===== src/rtl/mips_multicycle_ctrl_if.sv =====
// Control bundle between the multi-cycle MIPS controller and its datapath.
interface mips_multicycle_ctrl_if;
    logic [5:0] op;
    logic [5:0] funct;
    logic       zero;
    logic       mem_ready;
    logic       iord;
    logic       mem_write;
    logic       ir_write;
    logic       reg_dst;
    logic       mem_to_reg;
    logic       reg_write;
    logic       alu_src_a;
    logic [1:0] alu_src_b;
    logic [3:0] alu_control;
    logic [1:0] pc_src;
    logic       pc_en;
    logic       illegal;
    logic [3:0] state;

    // Controller side
    modport master (
        input  op, funct, zero, mem_ready,
        output iord, mem_write, ir_write, reg_dst, mem_to_reg, reg_write,
               alu_src_a, alu_src_b, alu_control, pc_src, pc_en, illegal, state
    );

    // Datapath side
    modport slave (
        output op, funct, zero, mem_ready,
        input  iord, mem_write, ir_write, reg_dst, mem_to_reg, reg_write,
               alu_src_a, alu_src_b, alu_control, pc_src, pc_en, illegal, state
    );
endinterface


===== src/rtl/mips_multicycle_ctrl.sv =====
// Multi-cycle MIPS control FSM: sequences the shared ALU, datapath enables and
// memory handshake; decodes op/funct into the 4-bit ALU control code.
module mips_multicycle_ctrl #(
    parameter bit MEM_HANDSHAKE = 1'b1
) (
    input  logic              clk,
    input  logic              rst_n,
    mips_multicycle_ctrl_if.master ctrl_if
);
    localparam int unsigned STATE_W = 4;

    localparam logic [5:0] OP_RTYPE = 6'b000000;
    localparam logic [5:0] OP_LW    = 6'b100011;
    localparam logic [5:0] OP_SW    = 6'b101011;
    localparam logic [5:0] OP_BEQ   = 6'b000100;
    localparam logic [5:0] OP_ADDI  = 6'b001000;
    localparam logic [5:0] OP_J     = 6'b000010;

    localparam logic [3:0] ALU_AND = 4'b0000;
    localparam logic [3:0] ALU_OR  = 4'b0001;
    localparam logic [3:0] ALU_ADD = 4'b0010;
    localparam logic [3:0] ALU_SUB = 4'b0110;
    localparam logic [3:0] ALU_SLT = 4'b0111;
    localparam logic [3:0] ALU_NOR = 4'b1100;

    typedef enum logic [STATE_W-1:0] {
        S_FETCH  = 4'd0,
        S_DECODE = 4'd1,
        S_MEMADR = 4'd2,
        S_MEMRD  = 4'd3,
        S_MEMWB  = 4'd4,
        S_MEMWR  = 4'd5,
        S_EXEC   = 4'd6,
        S_ALUWB  = 4'd7,
        S_BRANCH = 4'd8,
        S_ADDIEX = 4'd9,
        S_ADDIWB = 4'd10,
        S_JUMP   = 4'd11
    } state_e;

    state_e state_q;
    state_e state_d;
    logic   mem_rdy_c;
    logic   pc_write_c;
    logic   branch_c;

    // With the handshake disabled every memory access completes in one cycle
    assign mem_rdy_c     = MEM_HANDSHAKE ? ctrl_if.mem_ready : 1'b1;
    assign ctrl_if.state = state_q;

    // State register
    always_ff @(posedge clk or negedge rst_n) begin
        if (!rst_n) begin
            state_q <= S_FETCH;
        end else begin
            state_q <= state_d;
        end
    end

    // Next-state and output decode; everything stays at its idle value while in reset
    always_comb begin
        state_d             = state_q;
        pc_write_c          = 1'b0;
        branch_c            = 1'b0;
        ctrl_if.iord        = 1'b0;
        ctrl_if.mem_write   = 1'b0;
        ctrl_if.ir_write    = 1'b0;
        ctrl_if.reg_dst     = 1'b0;
        ctrl_if.mem_to_reg  = 1'b0;
        ctrl_if.reg_write   = 1'b0;
        ctrl_if.alu_src_a   = 1'b0;
        ctrl_if.alu_src_b   = 2'b00;
        ctrl_if.alu_control = ALU_ADD;
        ctrl_if.pc_src      = 2'b00;
        ctrl_if.illegal     = 1'b0;
        if (rst_n) begin
            case (state_q)
                S_FETCH: begin
                    ctrl_if.alu_src_b = 2'b01;
                    if (mem_rdy_c) begin
                        ctrl_if.ir_write = 1'b1;
                        pc_write_c       = 1'b1;
                        state_d          = S_DECODE;
                    end
                end
                S_DECODE: begin
                    ctrl_if.alu_src_b = 2'b11;
                    case (ctrl_if.op)
                        OP_LW, OP_SW: state_d = S_MEMADR;
                        OP_RTYPE:     state_d = S_EXEC;
                        OP_BEQ:       state_d = S_BRANCH;
                        OP_ADDI:      state_d = S_ADDIEX;
                        OP_J:         state_d = S_JUMP;
                        default: begin
                            ctrl_if.illegal = 1'b1;
                            state_d         = S_FETCH;
                        end
                    endcase
                end
                S_MEMADR: begin
                    ctrl_if.alu_src_a = 1'b1;
                    ctrl_if.alu_src_b = 2'b10;
                    state_d = (ctrl_if.op == OP_SW) ? S_MEMWR : S_MEMRD;
                end
                S_MEMRD: begin
                    ctrl_if.iord = 1'b1;
                    if (mem_rdy_c) state_d = S_MEMWB;
                end
                S_MEMWB: begin
                    ctrl_if.mem_to_reg = 1'b1;
                    ctrl_if.reg_write  = 1'b1;
                    state_d            = S_FETCH;
                end
                S_MEMWR: begin
                    ctrl_if.iord      = 1'b1;
                    ctrl_if.mem_write = 1'b1;
                    if (mem_rdy_c) state_d = S_FETCH;
                end
                S_EXEC: begin
                    ctrl_if.alu_src_a = 1'b1;
                    state_d           = S_ALUWB;
                    case (ctrl_if.funct)
                        6'b100000: ctrl_if.alu_control = ALU_ADD;
                        6'b100010: ctrl_if.alu_control = ALU_SUB;
                        6'b100100: ctrl_if.alu_control = ALU_AND;
                        6'b100101: ctrl_if.alu_control = ALU_OR;
                        6'b101010: ctrl_if.alu_control = ALU_SLT;
                        6'b100111: ctrl_if.alu_control = ALU_NOR;
                        default: begin
                            ctrl_if.illegal = 1'b1;
                            state_d         = S_FETCH;
                        end
                    endcase
                end
                S_ALUWB: begin
                    ctrl_if.reg_dst   = 1'b1;
                    ctrl_if.reg_write = 1'b1;
                    state_d           = S_FETCH;
                end
                S_BRANCH: begin
                    ctrl_if.alu_src_a   = 1'b1;
                    ctrl_if.alu_control = ALU_SUB;
                    ctrl_if.pc_src      = 2'b01;
                    branch_c            = 1'b1;
                    state_d             = S_FETCH;
                end
                S_ADDIEX: begin
                    ctrl_if.alu_src_a = 1'b1;
                    ctrl_if.alu_src_b = 2'b10;
                    state_d           = S_ADDIWB;
                end
                S_ADDIWB: begin
                    ctrl_if.reg_write = 1'b1;
                    state_d           = S_FETCH;
                end
                S_JUMP: begin
                    ctrl_if.pc_src = 2'b10;
                    pc_write_c     = 1'b1;
                    state_d        = S_FETCH;
                end
                default: state_d = S_FETCH;
            endcase
        end
        ctrl_if.pc_en = pc_write_c | (branch_c & ctrl_if.zero);
    end
endmodule


===== src/flat_wrapper.sv =====
// flat-port wrapper written by rule: the top's interface ports become plain ports
module mips_multicycle_ctrl_flat 
#(
    parameter bit MEM_HANDSHAKE = 1'b1
)
  (clk, rst_n, ctrl_if_op, ctrl_if_funct, ctrl_if_zero, ctrl_if_mem_ready, ctrl_if_iord, ctrl_if_mem_write, ctrl_if_ir_write, ctrl_if_reg_dst, ctrl_if_mem_to_reg, ctrl_if_reg_write, ctrl_if_alu_src_a, ctrl_if_alu_src_b, ctrl_if_alu_control, ctrl_if_pc_src, ctrl_if_pc_en, ctrl_if_illegal, ctrl_if_state);
  mips_multicycle_ctrl_if ctrl_if_i ();
  input  logic clk;
  input  logic rst_n;
  input wire logic [$bits(ctrl_if_i.op)-1:0] ctrl_if_op;
  input wire logic [$bits(ctrl_if_i.funct)-1:0] ctrl_if_funct;
  input wire logic [$bits(ctrl_if_i.zero)-1:0] ctrl_if_zero;
  input wire logic [$bits(ctrl_if_i.mem_ready)-1:0] ctrl_if_mem_ready;
  output wire logic [$bits(ctrl_if_i.iord)-1:0] ctrl_if_iord;
  output wire logic [$bits(ctrl_if_i.mem_write)-1:0] ctrl_if_mem_write;
  output wire logic [$bits(ctrl_if_i.ir_write)-1:0] ctrl_if_ir_write;
  output wire logic [$bits(ctrl_if_i.reg_dst)-1:0] ctrl_if_reg_dst;
  output wire logic [$bits(ctrl_if_i.mem_to_reg)-1:0] ctrl_if_mem_to_reg;
  output wire logic [$bits(ctrl_if_i.reg_write)-1:0] ctrl_if_reg_write;
  output wire logic [$bits(ctrl_if_i.alu_src_a)-1:0] ctrl_if_alu_src_a;
  output wire logic [$bits(ctrl_if_i.alu_src_b)-1:0] ctrl_if_alu_src_b;
  output wire logic [$bits(ctrl_if_i.alu_control)-1:0] ctrl_if_alu_control;
  output wire logic [$bits(ctrl_if_i.pc_src)-1:0] ctrl_if_pc_src;
  output wire logic [$bits(ctrl_if_i.pc_en)-1:0] ctrl_if_pc_en;
  output wire logic [$bits(ctrl_if_i.illegal)-1:0] ctrl_if_illegal;
  output wire logic [$bits(ctrl_if_i.state)-1:0] ctrl_if_state;
  assign ctrl_if_i.op = ctrl_if_op;
  assign ctrl_if_i.funct = ctrl_if_funct;
  assign ctrl_if_i.zero = ctrl_if_zero;
  assign ctrl_if_i.mem_ready = ctrl_if_mem_ready;
  assign ctrl_if_iord = ctrl_if_i.iord;
  assign ctrl_if_mem_write = ctrl_if_i.mem_write;
  assign ctrl_if_ir_write = ctrl_if_i.ir_write;
  assign ctrl_if_reg_dst = ctrl_if_i.reg_dst;
  assign ctrl_if_mem_to_reg = ctrl_if_i.mem_to_reg;
  assign ctrl_if_reg_write = ctrl_if_i.reg_write;
  assign ctrl_if_alu_src_a = ctrl_if_i.alu_src_a;
  assign ctrl_if_alu_src_b = ctrl_if_i.alu_src_b;
  assign ctrl_if_alu_control = ctrl_if_i.alu_control;
  assign ctrl_if_pc_src = ctrl_if_i.pc_src;
  assign ctrl_if_pc_en = ctrl_if_i.pc_en;
  assign ctrl_if_illegal = ctrl_if_i.illegal;
  assign ctrl_if_state = ctrl_if_i.state;
  mips_multicycle_ctrl #(.MEM_HANDSHAKE(MEM_HANDSHAKE)) u_core (.clk(clk), .rst_n(rst_n), .ctrl_if(ctrl_if_i));
endmodule

===== config.mk =====
export PLATFORM = sky130hd
export DESIGN_NAME = mips_multicycle_ctrl_flat
export DESIGN_NICKNAME = d
export VERILOG_FILES = /design/src/rtl/mips_multicycle_ctrl_if.sv /design/src/rtl/mips_multicycle_ctrl.sv /design/src/flat_wrapper.sv
export SDC_FILE = /design/constraint.sdc
export NUM_CORES = 1
export LEC_CHECK = 0
export CORE_ASPECT_RATIO = 1.4
export CORE_MARGIN = 3
export CORE_UTILIZATION = 40
export CTS_CLUSTER_DIAMETER = 30
export DETAILED_ROUTE_END_ITERATION = 7
export PLACE_DENSITY = 0.79
export SLEW_MARGIN = 20
export SYNTH_ARGS = -nofsm -noshare
export SYNTH_HDL_FRONTEND = slang
export SYNTH_SLANG_ARGS = --single-unit

===== constraint.sdc =====
create_clock -name clk -period 2 [get_ports clk]
set_input_delay 0.4 -clock clk [delete_from_list [all_inputs] [get_ports clk]]
set_output_delay 0.4 -clock clk [all_outputs]
set_load 0.005 [all_outputs]

== Word-level counts from Yosys, hierarchy flattened ==
Cells that the tools add are included.

* Bitwise gates (word level): 2
* Muxes and demuxes: 37
* Reductions and logical operators: 10
* Equal/unequal tests: 25

{| class="wikitable"
|+ Operator list
! cell !! count
|-
| 6-bit == test, second input constant || 8
|-
| 4-bit case mux with 5 select lines || 2
|-
| 4-bit case mux with 7 select lines || 1
|-
| 1-bit 2-to-1 mux || 21
|-
| 4-bit by 3-bit == test with 1-bit output, second input constant || 4
|-
| 4-bit == test, second input constant || 4
|-
| 4-bit 2-to-1 mux || 4
|-
| 6-bit OR reduction || 2
|-
| 4-bit by 2-bit == test with 1-bit output, second input constant || 2
|-
| 4-bit case mux with 2 select lines || 1
|-
| 6-bit by 2-bit == test with 1-bit output, second input constant || 1
|-
| 6-bit by 3-bit == test with 1-bit output, second input constant || 1
|-
| 6-bit by 4-bit == test with 1-bit output, second input constant || 1
|-
| 6-bit zero test || 1
|-
| 3-bit 2-to-1 mux || 2
|-
| 2-bit inequality test, second input constant || 3
|-
| 2-bit case mux with 3 select lines || 1
|-
| 2-bit OR reduction || 3
|-
| 4-bit by 1-bit == test with 1-bit output, second input constant || 1
|-
| 4-bit zero test || 1
|-
| 2-bit 2-to-1 mux || 2
|-
| 1-bit case mux with 2 select lines || 2
|-
| 2-bit case mux with 2 select lines || 1
|-
| 4-bit AND reduction || 1
|-
| 4 further kinds || 4
|}

* Register bits: 4
* Output and inout bits: 21

== Logic depth before layout (Yosys ltp) ==
Gate-level depths: netlist of run 1.

* Word-level depth: 5
* Gate-level depth with buffers: 6
* Gate-level depth less buffers: 4

== Worst setup path after synthesis of run 1 ==
Ideal clock, no wire load.

* Path type: reg2out
* Start point: register u_core.state_q[3] (netlist: u_core.ctrl_if.state[3])
* End point: output ctrl_if_alu_control[1]
* Data arrival time: 1406 ps
* Buffers on the path: 1
* Required time: 1600 ps
* Cell stages (with the launch flop): 6
* Path slack: 194 ps
* Path through: dfrtp_1 -> buf_2 -> nand2b_4 -> nor4_4 -> o211ai_1 -> a221o_1

* Word-level cells in the longest chain between the ends: 3
* Elaborated cells on any way between the ends: 4
* Those cells by class: eq/ne (2); mux (2)

{| class="wikitable"
|+ RTL lines
! element !! RTL line !! source
|-
| start: declaration || mips_multicycle_ctrl.sv:41 || <nowiki>state_e state_q;</nowiki>
|-
| start signal: assignment || mips_multicycle_ctrl.sv:56 || <nowiki>state_q <= state_d;</nowiki>
|-
| 4-bit == test / 4-bit by 3-bit == test with 1-bit output (equally long branches) || mips_multicycle_ctrl.sv:77 || <nowiki>case (state_q)</nowiki>
|-
| 4-bit case mux with 2 select lines (*) || mips_multicycle_ctrl.sv:77 ||
|-
| 4-bit 2-to-1 mux (*) || mips_multicycle_ctrl.sv:76 || <nowiki>if (rst_n) begin</nowiki>
|-
| end: declaration || flat_wrapper.sv:22 || <nowiki>output wire logic [$bits(ctrl_if_i.alu_control)-1:0] ctrl_if_alu_control;</nowiki>
|}

Mark *: on every way between the ends. The rest lies on a longest branch, timed or not.

== Final worst setup path of run 1 ==
* Start point: input ctrl_if_funct[2]
* End point: output ctrl_if_alu_control[3]

* Word-level cells in the longest chain between the ends: 4
* Elaborated cells on any way between the ends: 8
* Those cells by class: eq/ne (5); mux (3)

{| class="wikitable"
|+ RTL lines
! element !! RTL line !! source
|-
| start: declaration || flat_wrapper.sv:11 || <nowiki>input wire logic [$bits(ctrl_if_i.funct)-1:0] ctrl_if_funct;</nowiki>
|-
| 6-bit == test || mips_multicycle_ctrl.sv:122 || <nowiki>case (ctrl_if.funct)</nowiki>
|-
| 4-bit case mux with 5 select lines (*) || mips_multicycle_ctrl.sv:122 ||
|-
| 4-bit case mux with 2 select lines (*) || mips_multicycle_ctrl.sv:77 ||
|-
| 4-bit 2-to-1 mux (*) || mips_multicycle_ctrl.sv:76 ||
|}

Marks and branches as above.

==> run metrics, run 1 <==
Worst-path clk slew=40 ps; gr ovfl total=0; first-pass GRT wire length=5420 um; nature of the critical path endpoint=primary output; ys flop type=dfrtp_1; average routed wire per standard cell=16.2 um; Avg Vias per Cell=5.70; Initial DRC Count=46; worst slew margin relative to its limit=78.0%; cell count after synthesis=111; critical path required time=1600 ps; grt met2 use=56.4%; most frequent cells after synthesis=nor2_1 (18), a21oi_1 (9), nor3_1 (8); initial antenna violation count=0; fraction of layout cells with a size suffix above 1=39.8%; initial core utilization=42.5%; std cell rows=18; core area=0.00178 mm2; CTS Hold Buffers Added=0; DRT Pass-1 Iters=4; io pins=37; Post-synth EDFFs=0; vias in the first global route=1229; Post-DRT Antenna Nets=0; total power=1.50 mW; fin crit share=107%; final hold violation count=0; Area Overhead vs Synth=102%; port bufs=36; crit-path max cell delay=280 ps; Pleak=0.772 nW; post-DP HPWL=2330 um; CP cell instances=dlygate4sd2_1, buf_4, nor3_2, o211ai_1, buf_4, nor3_2, buf_2; final worst path period need=2130 ps; Seq cells post-synth=4; synthesized cell area=757 um2; clock sink total=4; vias=1203; Root Buffer=clkbuf_4; most frequent cell after synthesis=nor2_1; critical path class=in2out; DRC errors left=0; critical path startpoint category=input port; Synth top area share=13.2%; Crit path max-delay family=buffers and inverters; area of the multi-input gates=673 um2; number of H-tree levels=1; post-synthesis sequential area ratio=13.2%; n_diodes=0; gr busiest metal=met2; worst setup margin=-130 ps; Die Span Y=57.5 um; failing checks=setup timing; Slew Limit Fails=0; clk buf depth=2; Synth area leaders=dfrtp_1 (13%), nor2_1 (8.9%), a21oi_1 (6.0%), nor3_1 (5.3%), nand2b_1 (4.1%); final number of setup-violating endpoints=2; Levels on crit path=7; yosys warns=0; Slew @ Worst Pin=325 ps; Hold Path Class=in2async; register area=100 um2; max cap viols=0; met1 usage=28.8%; hold slack=136 ps; final wirelength=3420 um; # nets final=209; leading area contributor after synthesis=dfrtp_1; max reg flops=4; Worst Skew=1.63 ps; die width=42.8 um; FF-to-FF path depth=6; Yosys cell types=46; global placement routability congestion=0.966; latest clock arrival within the worst-skew pair=240 ps; FILL cells=113; CTS tree=done; synthesized net count=127; worst path buffer plus inverter count=4; met3 Usage GRT=5.05%; crit-path max FO=3; largest net degree at the start of global routing=20; Num CTS Buffers=3; status=complete, but fails checks; Max VDD drop=1060 uV; Power Dens Cells=985 mW/mm2; Critical-path top delay cell=dlygate4sd2_1; die area=0.00246 mm2; RSZ-0062 raised after global routing=true; syn avg cell area=6.82 um2; worst path arrival time=1730 ps; Max Freq=469 MHz; total track usage=28.4%; Post-synth ARST share=100%
area by class of cell:
cell class	instances	area share, %
Inverter	4	1.07
Timing Repair Buffer	85	45.2
Clock buffer	3	1.48
Sequential cell	4	6.56
Multi-Input combinational cell	95	44.1
Tap cell	20	1.64
what timing repair did:
action / in CTS / in global routing
resized for setup: 62 / 13
endpoints found under the setup margin: 17 / 8
buffers inserted: 9 / 7
pin swaps: 10 / 4
routing by layer:
layer | routed length (um) | up-vias
met5 | 0 | -
met4 | 44 | 0
met3 | 146 | 4
met2 | 2000 | 50
met1 | 1230 | 576
li1 | - | 573
cells in the final DEF (no fill, tap or decap), types with 2 or more instances in the layout:
cell	Yosys	routed
buf_4	0	43
nor2_1	18	17
dlygate4sd2_1	0	17
a21oi_1	9	8
clkdlybuf4s50_1	0	7
nand2_1	6	6
buf_6	0	6
nor3_1	8	5
clkbuf_2	0	5
o21ai_0	5	4
o21ai_1	3	4
buf_2	3	4
dfrtp_1	4	4
nand2b_4	1	3
nand2b_1	5	3
xnor2_1	3	3
clkbuf_4	0	3
nand3b_1	2	2
inv_1	3	2
nor3_2	0	2
o211ai_1	2	2
o31ai_1	2	2
a2bb2oi_1	2	2
dlymetal6s2s_1	0	2
through the flow:
step | instance area, um2 | TNS [ps] | util (%) | setup slack (ps) | std cells
2_1_floorplan | 757 | 0 | - | 194 | 111
3_3_place_gp | 1370 | -5410 | 77.1 | -547 | 194
3_5_place_dp | 1370 | -6040 | 77.1 | -629 | 194
4_1_cts | 1500 | -144 | 84.2 | -85.5 | 206
5_1_grt | 1530 | -535 | 85.8 | -261 | 211
6_report | 1530 | -210 | 85.8 | -130 | 211
power breakdown:
| group | switching, mW | total [mW] | internal, mW | leakage [nW] |
|---|---|---|---|---|
| Clock | 0.0363 | 0.104 | 0.0673 | 0.0138 |
| Sequential | 0.0277 | 0.142 | 0.115 | 0.0503 |
| Combinational | 0.589 | 1.26 | 0.669 | 0.708 |
| Total | 0.653 | 1.50 | 0.851 | 0.772 |
worst paths after layout:
kind | startpoint | slack (ps) | end
hold / removal | rst_n | 140 | u_core.ctrl_if.state[0]$_DFFE_PN0P_
max in group asynchronous | rst_n | 1580 | u_core.ctrl_if.state[1]$_DFFE_PN0P_
min in group clk | u_core.ctrl_if.state[2]$_DFFE_PN0P_ | 750 | u_core.ctrl_if.state[2]$_DFFE_PN0P_
setup / recovery | ctrl_if_funct[2] | -130 | ctrl_if_alu_control[3]
setup reg to reg | u_core.ctrl_if.state[0]$_DFFE_PN0P_ | 310 | u_core.ctrl_if.state[2]$_DFFE_PN0P_
hold reg to reg | u_core.ctrl_if.state[2]$_DFFE_PN0P_ | 750 | u_core.ctrl_if.state[2]$_DFFE_PN0P_
cells by family after synthesis:
| family | after synthesis | synth area share [%] |
|---|---|---|
| flip-flops | 4 | 13.2 |
| multiplexers | 1 | 1.49 |
| AND/OR/NAND/NOR | 52 | 37.7 |
| XOR/XNOR | 4 | 4.63 |
| buffers and inverters | 12 | 6.45 |
| AO/OA/AOI/OAI | 38 | 36.5 |
Power figures use the tool's default switching activity.
==> inputs of run 2 (changes only) <==
--- a/config.mk
+++ b/config.mk
@@ -10,7 +10,7 @@
 export CORE_UTILIZATION = 40
 export CTS_CLUSTER_DIAMETER = 30
 export DETAILED_ROUTE_END_ITERATION = 7
-export PLACE_DENSITY = 0.79
+export PLACE_DENSITY_LB_ADDON = 0.3
 export SLEW_MARGIN = 20
 export SYNTH_ARGS = -nofsm -noshare
 export SYNTH_HDL_FRONTEND = slang
==> run metrics, run 2 (same netlist as run 1, synthesis figures left out) <==
status=complete, but fails checks; failing checks=setup timing; gr ovfl total=0; Initial DRC Count=26; io pins=37; die width=42.8 um; # nets final=200; Slew Limit Fails=0; max cap viols=0; Avg Vias per Cell=5.81; die area=0.00246 mm2; Worst R2R End=u_core.ctrl_if.state[2]$_DFFE_PN0P_; DRC errors left=0; final wirelength=3160 um; FF-to-FF path depth=6; switching power total=0.646 mW; critical path required time=1600 ps; latest clock arrival within the worst-skew pair=240 ps; number of H-tree levels=1; max reg flops=4; Power Dens Cells=969 mW/mm2; nature of the critical path endpoint=primary output; Post-DRT Antenna Nets=0; worst setup margin=-187 ps; total power=1.45 mW; RSZ-0062 raised after global routing=true; final worst path period need=2190 ps; hold slack=289 ps; setup slack at placement=-615 ps; worst setup path startpoint=u_core.ctrl_if.state[3]$_DFFE_PN0P_; port bufs=36; Worst-path clk slew=40 ps; crit-path max cell delay=500 ps; Hold Path Class=in2async; initial antenna violation count=0; Crit path max-delay family=buffers and inverters; vias in the first global route=1190; r2r setup slk=190 ps; Area Overhead vs Synth=97.2%; worst slew margin relative to its limit=77.5%; Max Freq=457 MHz; critical path startpoint category=flip-flop; Reg power frac=9.7%; Pleak=0.766 nW; Slew @ Worst Pin=338 ps; CTS tree=done; fraction of layout cells with a size suffix above 1=36.8%; RR Startpoint=u_core.ctrl_if.state[2]$_DFFE_PN0P_; CTS Hold Buffers Added=0; DRT Pass-1 Iters=4; Die Span Y=57.5 um; crit-path max FO=19; Critical-path top delay cell=clkdlybuf4s50_1; clk buf depth=2; most frequent cells in the layout=buf_4 (37), nor2_1 (17), dlygate4sd2_1 (13); n_diodes=0; Worst Skew=11.3 ps; worst path buffer plus inverter count=2; FILL cells=118; global placement routability congestion=0.951; combinational power share=83.1%; clock power share=7.2%; vias=1174; Sw Share=44.7%; fin crit share=109%; final hold violation count=0; Max VDD drop=951 uV; total track usage=25.9%; std cell rows=18; Root Buffer=clkbuf_4; Num CTS Buffers=3; core area=0.00178 mm2; CP cell instances=buf_4, nor4b_4, a21oi_1, nor2_1, clkdlybuf4s50_1; worst path arrival time=1790 ps; Int Power=0.800 mW; initial core utilization=42.5%; final number of setup-violating endpoints=4; critical path class=reg2out; post-DP HPWL=2260 um; clock sink total=4; first-pass GRT wire length=5030 um; largest net degree at the start of global routing=20; average routed wire per standard cell=15.6 um; commonest non-fill, non-tap cell in the layout=buf_4
## run 2: worst max path at each step
| stage | depth (start not counted) | endpoint | slack, ps |
|---|---|---|---|
| final | 5 | ctrl_if_pc_en | -190 |
| after global routing | 6 | ctrl_if_alu_control[1] | -240 |
| after CTS | 6 | ctrl_if_reg_write | -160 |
| after detailed placement | 6 | ctrl_if_alu_control[1] | -610 |
| after global placement | 6 | ctrl_if_alu_control[1] | -520 |
| after floorplan | 5 | ctrl_if_alu_control[1] | 190 |
## run 2: what timing repair did
item | in CTS | in global routing
resized for setup | 50 | 19
setup endpoints to repair | 17 | 12
setup buffers | 5 | 1
pin swaps | 8 | 6
## run 2: through the flow
step / std cells / cell area [um2] / TNS, ps / util, %
after floorplan: 111 / 757 / 0 / -
after global placement: 193 / 1360 / -5040 / 76.7
after detailed placement: 193 / 1360 / -5520 / 76.7
after CTS: 201 / 1460 / -683 / 82.2
after global routing: 202 / 1490 / -733 / 83.9
final: 202 / 1490 / -406 / 83.9
## run 2: layer usage
layer  part of all wire (%)  global-route usage [%]
met1                     37                    28.1
met2                     55                    46.4
met3                    5.2                    2.84
met4                    3.2                    16.0
met5                      0                       0
## run 2: power groups by stage
stage                     Combinational (mW)  Clock (mW)  Sequential, mW
after floorplan                        0.535           0           0.153
after CTS                               1.12       0.102           0.143
after detailed placement                1.08           0           0.136
final                                   1.20       0.103           0.140
after global placement                  1.05           0           0.133
after global routing                    1.29       0.114           0.144
## run 2: layout make-up
type | count | area, um2 | area share [%]
sequential | 4 | 100 | 6.71
clock buffer | 3 | 22.5 | 1.51
timing repair buffer | 76 | 631 | 42.2
inverter | 4 | 16.3 | 1.09
tap | 20 | 25.0 | 1.68
multi-input combinational | 95 | 698 | 46.8
